## src/rtl/reset_sequencer_if.sv

```systemverilog
// Lock/soft-reset inputs and staged reset outputs of reset_sequencer.
// Combinational bundle; no latency, no backpressure.
interface reset_sequencer_if;
   logic LOCKED;
   logic SOFT_RST;
   logic PRE;
   logic PROC_RST;
   logic READY;

   modport master (output LOCKED, output SOFT_RST,
                   input  PRE, input PROC_RST, input READY);
   modport slave  (input  LOCKED, input SOFT_RST,
                   output PRE, output PROC_RST, output READY);
endinterface

```

## src/rtl/reset_sequencer.sv

```systemverilog
// Staged KCPSM3 reset: async assert, PRE released STRETCH_CYCLES after lock, PROC_RST STAGGER_CYCLES later.
// Outputs registered from next state (1-cycle); no backpressure, SOFT_RST is a one-cycle strobe.
module reset_sequencer #(
   parameter int SYNC_STAGES    = 2,
   parameter int STRETCH_CYCLES = 16,
   parameter int STAGGER_CYCLES = 4
) (
   input logic          C,
   input logic          RST_N,
   reset_sequencer_if.slave bus
);
   localparam int MAX_CYC = (STRETCH_CYCLES > STAGGER_CYCLES) ? STRETCH_CYCLES : STAGGER_CYCLES;
   localparam int CNT_W   = $clog2(MAX_CYC) + 1;

   localparam logic [CNT_W-1:0] STRETCH_LAST = CNT_W'(STRETCH_CYCLES - 1);
   localparam logic [CNT_W-1:0] STAGGER_LAST = CNT_W'(STAGGER_CYCLES - 1);
   localparam logic [CNT_W-1:0] CNT_ONE      = CNT_W'(1);

   localparam logic [2:0] HOLD      = 3'd0;
   localparam logic [2:0] WAIT_LOCK = 3'd1;
   localparam logic [2:0] STRETCH   = 3'd2;
   localparam logic [2:0] STAGGER   = 3'd3;
   localparam logic [2:0] RUN       = 3'd4;

   logic [SYNC_STAGES-1:0] rst_sync_q;
   logic [SYNC_STAGES-1:0] lock_sync_q;
   logic [2:0]             state_q, state_d;
   logic [CNT_W-1:0]       cnt_q, cnt_d;
   logic                   pre_q, proc_rst_q, ready_q;
   logic                   rst_sync;
   logic                   locked_sync;

   assign rst_sync    = rst_sync_q[SYNC_STAGES-1];
   assign locked_sync = lock_sync_q[SYNC_STAGES-1];

   always_ff @(posedge C or negedge RST_N) begin
      if (!RST_N) begin
         rst_sync_q  <= '0;
         lock_sync_q <= '0;
      end else begin
         rst_sync_q  <= {rst_sync_q[SYNC_STAGES-2:0], 1'b1};
         lock_sync_q <= {lock_sync_q[SYNC_STAGES-2:0], bus.LOCKED};
      end
   end

   // Lock loss is tested first in every locked state so it outranks SOFT_RST.
   always_comb begin
      state_d = state_q;
      cnt_d   = cnt_q;
      case (state_q)
         HOLD: begin
            if (rst_sync) state_d = WAIT_LOCK;
         end
         WAIT_LOCK: begin
            if (locked_sync) state_d = STRETCH;
         end
         STRETCH: begin
            if (!locked_sync)              state_d = WAIT_LOCK;
            else if (cnt_q == STRETCH_LAST) state_d = STAGGER;
            else                            cnt_d   = cnt_q + CNT_ONE;
         end
         STAGGER: begin
            if (!locked_sync)              state_d = WAIT_LOCK;
            else if (bus.SOFT_RST)          state_d = STRETCH;
            else if (cnt_q == STAGGER_LAST) state_d = RUN;
            else                            cnt_d   = cnt_q + CNT_ONE;
         end
         RUN: begin
            if (!locked_sync)      state_d = WAIT_LOCK;
            else if (bus.SOFT_RST) state_d = STRETCH;
         end
         default: state_d = HOLD;
      endcase
      if (state_d != state_q) cnt_d = '0;
   end

   always_ff @(posedge C or negedge RST_N) begin
      if (!RST_N) begin
         state_q    <= HOLD;
         cnt_q      <= '0;
         pre_q      <= 1'b1;
         proc_rst_q <= 1'b1;
         ready_q    <= 1'b0;
      end else begin
         state_q    <= state_d;
         cnt_q      <= cnt_d;
         pre_q      <= (state_d == HOLD) || (state_d == WAIT_LOCK) || (state_d == STRETCH);
         proc_rst_q <= (state_d != RUN);
         ready_q    <= (state_d == RUN);
      end
   end

   assign bus.PRE      = pre_q;
   assign bus.PROC_RST = proc_rst_q;
   assign bus.READY    = ready_q;
endmodule

```

## src/flat_wrapper.sv

```systemverilog
// flat-port wrapper written by rule: the top's interface ports become plain ports
module reset_sequencer_flat 
#(
   parameter int SYNC_STAGES    = 2,
   parameter int STRETCH_CYCLES = 16,
   parameter int STAGGER_CYCLES = 4
)
  (C, RST_N, bus_LOCKED, bus_SOFT_RST, bus_PRE, bus_PROC_RST, bus_READY);
  reset_sequencer_if bus_i ();
  input logic C;
  input logic RST_N;
  input wire logic [$bits(bus_i.LOCKED)-1:0] bus_LOCKED;
  input wire logic [$bits(bus_i.SOFT_RST)-1:0] bus_SOFT_RST;
  output wire logic [$bits(bus_i.PRE)-1:0] bus_PRE;
  output wire logic [$bits(bus_i.PROC_RST)-1:0] bus_PROC_RST;
  output wire logic [$bits(bus_i.READY)-1:0] bus_READY;
  assign bus_i.LOCKED = bus_LOCKED;
  assign bus_i.SOFT_RST = bus_SOFT_RST;
  assign bus_PRE = bus_i.PRE;
  assign bus_PROC_RST = bus_i.PROC_RST;
  assign bus_READY = bus_i.READY;
  reset_sequencer #(.SYNC_STAGES(SYNC_STAGES), .STRETCH_CYCLES(STRETCH_CYCLES), .STAGGER_CYCLES(STAGGER_CYCLES)) u_core (.C(C), .RST_N(RST_N), .bus(bus_i));
endmodule
```

## config.mk

```make
export PLATFORM = sky130hd
export DESIGN_NAME = reset_sequencer_flat
export DESIGN_NICKNAME = d
export VERILOG_FILES = /design/src/rtl/reset_sequencer_if.sv /design/src/rtl/reset_sequencer.sv /design/src/flat_wrapper.sv
export SDC_FILE = /design/constraint.sdc
export NUM_CORES = 1
export LEC_CHECK = 0
export CAP_MARGIN = 40
export CORE_MARGIN = 1.5
export CORE_UTILIZATION = 54
export DETAILED_ROUTE_END_ITERATION = 8
export PLACE_DENSITY = 0.71
export SKIP_CTS_REPAIR_TIMING = 1
export SYNTH_ARGS = -nofsm -noshare
export SYNTH_HDL_FRONTEND = slang
export SYNTH_SLANG_ARGS = --single-unit
```

## constraint.sdc

```tcl
create_clock -name C -period 2.7 [get_ports C]
set_clock_uncertainty 0.1 [all_clocks]
set_input_delay 0.675 -clock C [delete_from_list [all_inputs] [get_ports C]]
set_output_delay 0.675 -clock C [all_outputs]
set_load 0.1 [all_outputs]
```

==> impl_metrics.ini, run 1 <==
[outcome]
outcome = finished clean

[worst_setup_path]
cp.required_ns = 2.82
cp_slowest_cell = or4_1
cpMostUsedCell = ha_1
cp_max_fo = 10
start_kind = register
crit_chain = ha_1 > and3_1 > ha_1 > nor2_1 > a22oi_4 > or4_1 > a21oi_1
crit_arrival_ns = 2.24
endpoint_kind = register
path_class = reg -> reg
max_stage_delay_ns = 0.48

[logic_synthesis]
synth_top_area_share_pct = 41.0
synth_ff_type = dfrtp_1
synth_area_per_cell_sq_um = 10.7
yosysTopAreaCell = dfrtp_1
syn_area_sq_um = 793
yosysSeqAreaShare_pct = 47.6
syn_inst = 74
syn_nets = 80
async_flop_share_pct = 100
synthTopCellsByArea = dfrtp_1, dfstp_2, a21oi_1, ha_1, nand3b_1
synth_edf_count = 0
ys_warn_count = 0
synth-seq-cells = 15
ys_types = 38

[final_layout]
num-nets-final = 87
fillers = 111
n_antenna_cell = 0
area_growth_pct = 10.4
layout_common_cells = dfrtp_1, a21oi_1, inv_1, buf_4
final_core_util_pct = 65.7
drive_gt1_share_pct = 20.0
final_common_cell = dfrtp_1

[flow_run]
maxCapViolCount = 0

[die]
core_sq_um = 1330
die_x_um = 41.3
dieArea_sq_um = 1710
io_pins = 7
start_util_pct = 59.5
die_h_um = 41.3
rows = 13

[sta]
max_slew_margin_pct = 57.5
setup_viol = 0
rsz0062_at_grt = no
fmax_ghz = 0.470
min_period_over_period_pct = 78.8
period_minus_slack_ns = 2.13
drv_slew = 0
hold_viol_final = 0
max_slew.worst_pin.slew_ns = 0.635
fin_setup_tns_ns = 0

[drt]
drt-total-wl_um = 1370
vias = 581
drt_iter0_drc = 10
wl_per_cell_um = 14.4
drcViolationCount = 0
ant_nets = 0
viasPerCell = 6.12
drtPass1Iterations = 4

[global_route]
grt_overflow = 0
grt_max_degree = 16
grt_pass1_vias = 482
grt_antenna_before_repair = 0
grt_pass1_wl_um = 2180
grt_usage_pct = 20.5

[power_and_ir_drop]
p_leak_nw = 0.363
vdd_drop_max_mv = 0.413
p_per_area_nw_per_um2 = 695

[clocking]
root_buffer = clkbuf_4
worst_setup_hold_path_clk_slew_ns = 0.09
cts_max_level = 1
clockBufferDepth = 2
tritoncts = built
cts_buffers = 3
insertion_delay_ns = 0.28
numClockSinks = 15

[placed_design]
gp_routability_congestion = 0.794
dpl.hpwl_um = 927
portBuffers = 6

[worst_hold_path]
min_path_type = reg -> reg
## power by group
part	total [W]	leakage (nW)	switching [W]	internal [W]
registers	0.000291	0.189	0.0000405	0.000250
logic	0.000188	0.156	0.000112	0.0000759
clock network	0.000130	0.0177	0.0000747	0.0000549
total	0.000608	0.363	0.000227	0.000381
## path summary, 6_finish.rpt
path	startpoint	to	slack, ns	cells past startpoint
hold reg to reg	u_core.rst_sync_q[0]	u_core.rst_sync_q[1]	0.26	0
max in group asynchronous	RST_N	u_core.state_q[0]	1.41	1
setup / recovery	u_core.cnt_q[0]	u_core.cnt_q[3]	0.57	7
min in group asynchronous	RST_N	u_core.bus.READY	0.68	1
hold / removal	u_core.rst_sync_q[0]	u_core.rst_sync_q[1]	0.26	0
setup reg to reg	u_core.cnt_q[0]	u_core.cnt_q[3]	0.57	7
## critical path, delay by kind of cell (launching register included)
family	cells	cell delay (ns)
simple gates	3	0.84
fa+ha+maj	2	0.43
flops	1	0.43
compound gates	2	0.27
## area by class of cell
| class | instances | area (sq um) | share of cell area (%) |
|---|---|---|---|
| multi-input combinational | 50 | 377 | 43.0 |
| clock buffer | 3 | 22.5 | 2.57 |
| tap | 15 | 18.8 | 2.14 |
| timing repair buffer | 7 | 60.1 | 6.86 |
| clock inverter | 1 | 5.00 | 0.571 |
| inverter | 4 | 15.0 | 1.71 |
| sequential | 15 | 378 | 43.1 |
## cell families (layout without fill, tap and decap cells)
family / after synthesis / in the layout / synth area share, %
AO/OA/AOI/OAI: 21 / 21 / 20.5
adder cells (fa/ha/maj): 2 / 2 / 3.15
buffers and inverters: 9 / 15 / 4.89
other: 1 / 1 / 0.473
multiplexers: 1 / 1 / 1.26
flip-flops: 15 / 15 / 47.6
AND/OR/NAND/NOR: 25 / 25 / 22.1
## synth_stat cells, types with 2 or more instances
cell type	count
o31ai_1	2
a21oi_1	5
nor3_1	2
o21ai_1	3
or4_1	2
ha_1	2
or3_1	3
nor2_1	3
o21ai_0	3
nand3b_1	3
inv_1	4
dfstp_2	2
clkbuf_1	2
dfrtp_1	13
and3_1	2
## flip-flops by register name, summed over array words and instances (netlist names)
signal	cells
u_core.bus.PRE	1
u_core.bus.PROC_RST	1
u_core.bus.READY	1
u_core.cnt_q	5
u_core.lock_sync_q	2
u_core.rst_sync_q	2
u_core.state_q	3
## metrics by stage
stage	hold WS [ns]	cell area, sq um	power, W	setup WS, ns	instances
finish	0.261	876	0.000608	0.573	95
CTS	0.262	876	0.000609	0.567	95
floorplan	0.231	793	0.000446	0.734	74
detailed placement	0.240	848	0.000481	0.333	91
global placement	0.233	848	0.000479	0.339	91
global route	0.271	876	0.000646	0.479	95
## per-layer routing
metal | part of all wire [%] | routed length (um) | GRT usage [%] | vias up
met5 | 0 | 0 | 0 | -
met4 | 0.95 | 13 | 9.68 | 0
met3 | 3.8 | 52 | 4.79 | 2
met2 | 45 | 618 | 30.9 | 12
met1 | 50 | 686 | 27.9 | 280
li1 | - | - | - | 287
No activity file was read; power rests on OpenSTA's default activity.
==> inputs of run 2 (changes only) <==
clock period = 2 ns   (was 2.7 ns; I/O delays follow)
==> run 2 against run 1 <==
  * Final cell count rose by 12%
  * Utilization rose by 13 points
  * Combinational power rose by 85%
  * Register-to-register slack got worse by 0.54 ns
  * Critical path type unchanged
  * Largest power group unchanged
  * Critical endpoint is now u_core.cnt_q[2]
==> impl_metrics.ini, run 2 (synthesis results as in run 1) <==
[outcome]
outcome = finished clean

[clocking]
insertion_delay_ns = 0.27
root_buffer = clkbuf_4
numClockSinks = 15
worst_setup_hold_path_clk_slew_ns = 0.09
clockBufferDepth = 2
cts_buffers = 3
tritoncts = built
cts_max_level = 1

[global_route]
grt_antenna_before_repair = 0
grt_max_degree = 16
grt_pass1_wl_um = 2480
grt_pass1_vias = 565
grt_overflow = 0
grt_usage_pct = 22.7

[placed_design]
portBuffers = 6
placed_cell_area_sq_um = 953
gp_routability_congestion = 0.782
dpl.hpwl_um = 1180

[final_layout]
top_regs = u_core.cnt_q x5, u_core.state_q x3
largest_reg_flops = 5
layout_common_cells = dfrtp_1, buf_4, inv_1, a21oi_2
n_antenna_cell = 0
drive_gt1_share_pct = 41.8
final_common_cell = dfrtp_1
num-nets-final = 98
top_register = u_core.cnt_q
fillers = 90
area_growth_pct = 32.3
fin_area_sq_um = 1050

[sta]
hold_viol_final = 0
period_minus_slack_ns = 1.97
drv_slew = 0
setup_viol = 0
fmax_ghz = 0.508
min_period_over_period_pct = 98.4

[worst_setup_path]
cp.required_ns = 2.10
cp_max_fo = 5
crit_arrival_ns = 2.07
endpoint_kind = register
start_kind = register
path_class = reg -> reg

[die]
start_util_pct = 59.5
rows = 13
dieArea_sq_um = 1710
die_h_um = 41.3
die_x_um = 41.3
io_pins = 7
core_sq_um = 1330

[drt]
drt_iter0_drc = 17
drt-total-wl_um = 1730
vias = 639
wl_per_cell_um = 16.3
viasPerCell = 6.03
ant_nets = 0
drcViolationCount = 0
drtPass1Iterations = 5

[power_and_ir_drop]
vdd_drop_max_mv = 0.446
total_power_w = 0.000915
p_per_area_nw_per_um2 = 871
p_leak_nw = 0.433

[worst_hold_path]
min_path_type = reg -> reg

[flow_run]
maxCapViolCount = 0
[run 2: metrics by stage]
| stage | hold slack, ns | std cells | util, % | setup TNS [ns] | worst slack [ns] |
|---|---|---|---|---|---|
| final | 0.254 | 106 | 78.7 | 0 | 0.0329 |
| after global placement | 0.232 | 100 | 71.5 | -0.640 | -0.139 |
| after global routing | 0.260 | 106 | 78.7 | -0.105 | -0.0355 |
| after detailed placement | 0.237 | 100 | 71.5 | -1.01 | -0.205 |
| after CTS | 0.256 | 104 | 73.5 | -0.205 | -0.0831 |
| after floorplan | 0.104 | 74 | - | 0 | 0.0343 |
[run 2: cell type report]
class	instances	area, sq um	area share (%)
well taps	15	18.8	1.79
clock buffers	4	26.3	2.50
flip-flops and latches	15	378	36.0
inverters	4	15.0	1.43
multi-input cells	50	432	41.1
repair buffers	18	180	17.2
[run 2: path summary, 6_finish.rpt]
| path | cells after the start | slack, ns | from | to |
|---|---|---|---|---|
| min in group asynchronous | 2 | 0.43 | RST_N | u_core.bus.READY |
| min | 0 | 0.25 | u_core.rst_sync_q[0] | u_core.rst_sync_q[1] |
| max in group asynchronous | 2 | 1.12 | RST_N | u_core.bus.PROC_RST |
| max reg2reg | 7 | 0.03 | u_core.cnt_q[1] | u_core.cnt_q[2] |
| max | 7 | 0.03 | u_core.cnt_q[1] | u_core.cnt_q[2] |
| min reg2reg | 0 | 0.25 | u_core.rst_sync_q[0] | u_core.rst_sync_q[1] |
[run 2: power breakdown]
group	internal, W	switching (W)	total, W
Sequential	0.000338	0.0000629	0.000401
Combinational	0.000162	0.000186	0.000348
Clock	0.0000771	0.0000888	0.000166
Total	0.000577	0.000337	0.000915
[run 2: worst max-delay path, stage by stage (launching register included)]
cell     delay [ns]
dfrtp_1        0.39
ha_2           0.21
and3_4         0.19
ha_4           0.17
and3b_2        0.26
nor4b_2        0.05
a221o_2        0.40
a21oi_1        0.14
[run 2: metal layers]
metal  share of wire (%)  track usage, %  vias to the layer above  routed length (um)
li1                    -               -                      306                   -
met1                  47            30.5                      310                 814
met2                  48            37.9                       21                 838
met3                 3.9            4.79                        2                  68
met4                0.35            4.84                        0                   6
met5                   0               0                        -                   0
==> inputs of run 3 (changes only) <==
SLEW_MARGIN = 20   (was not set)
==> results of run 3 <==
Same layout as run 2: the final DEF is identical, and so are final timing and power.
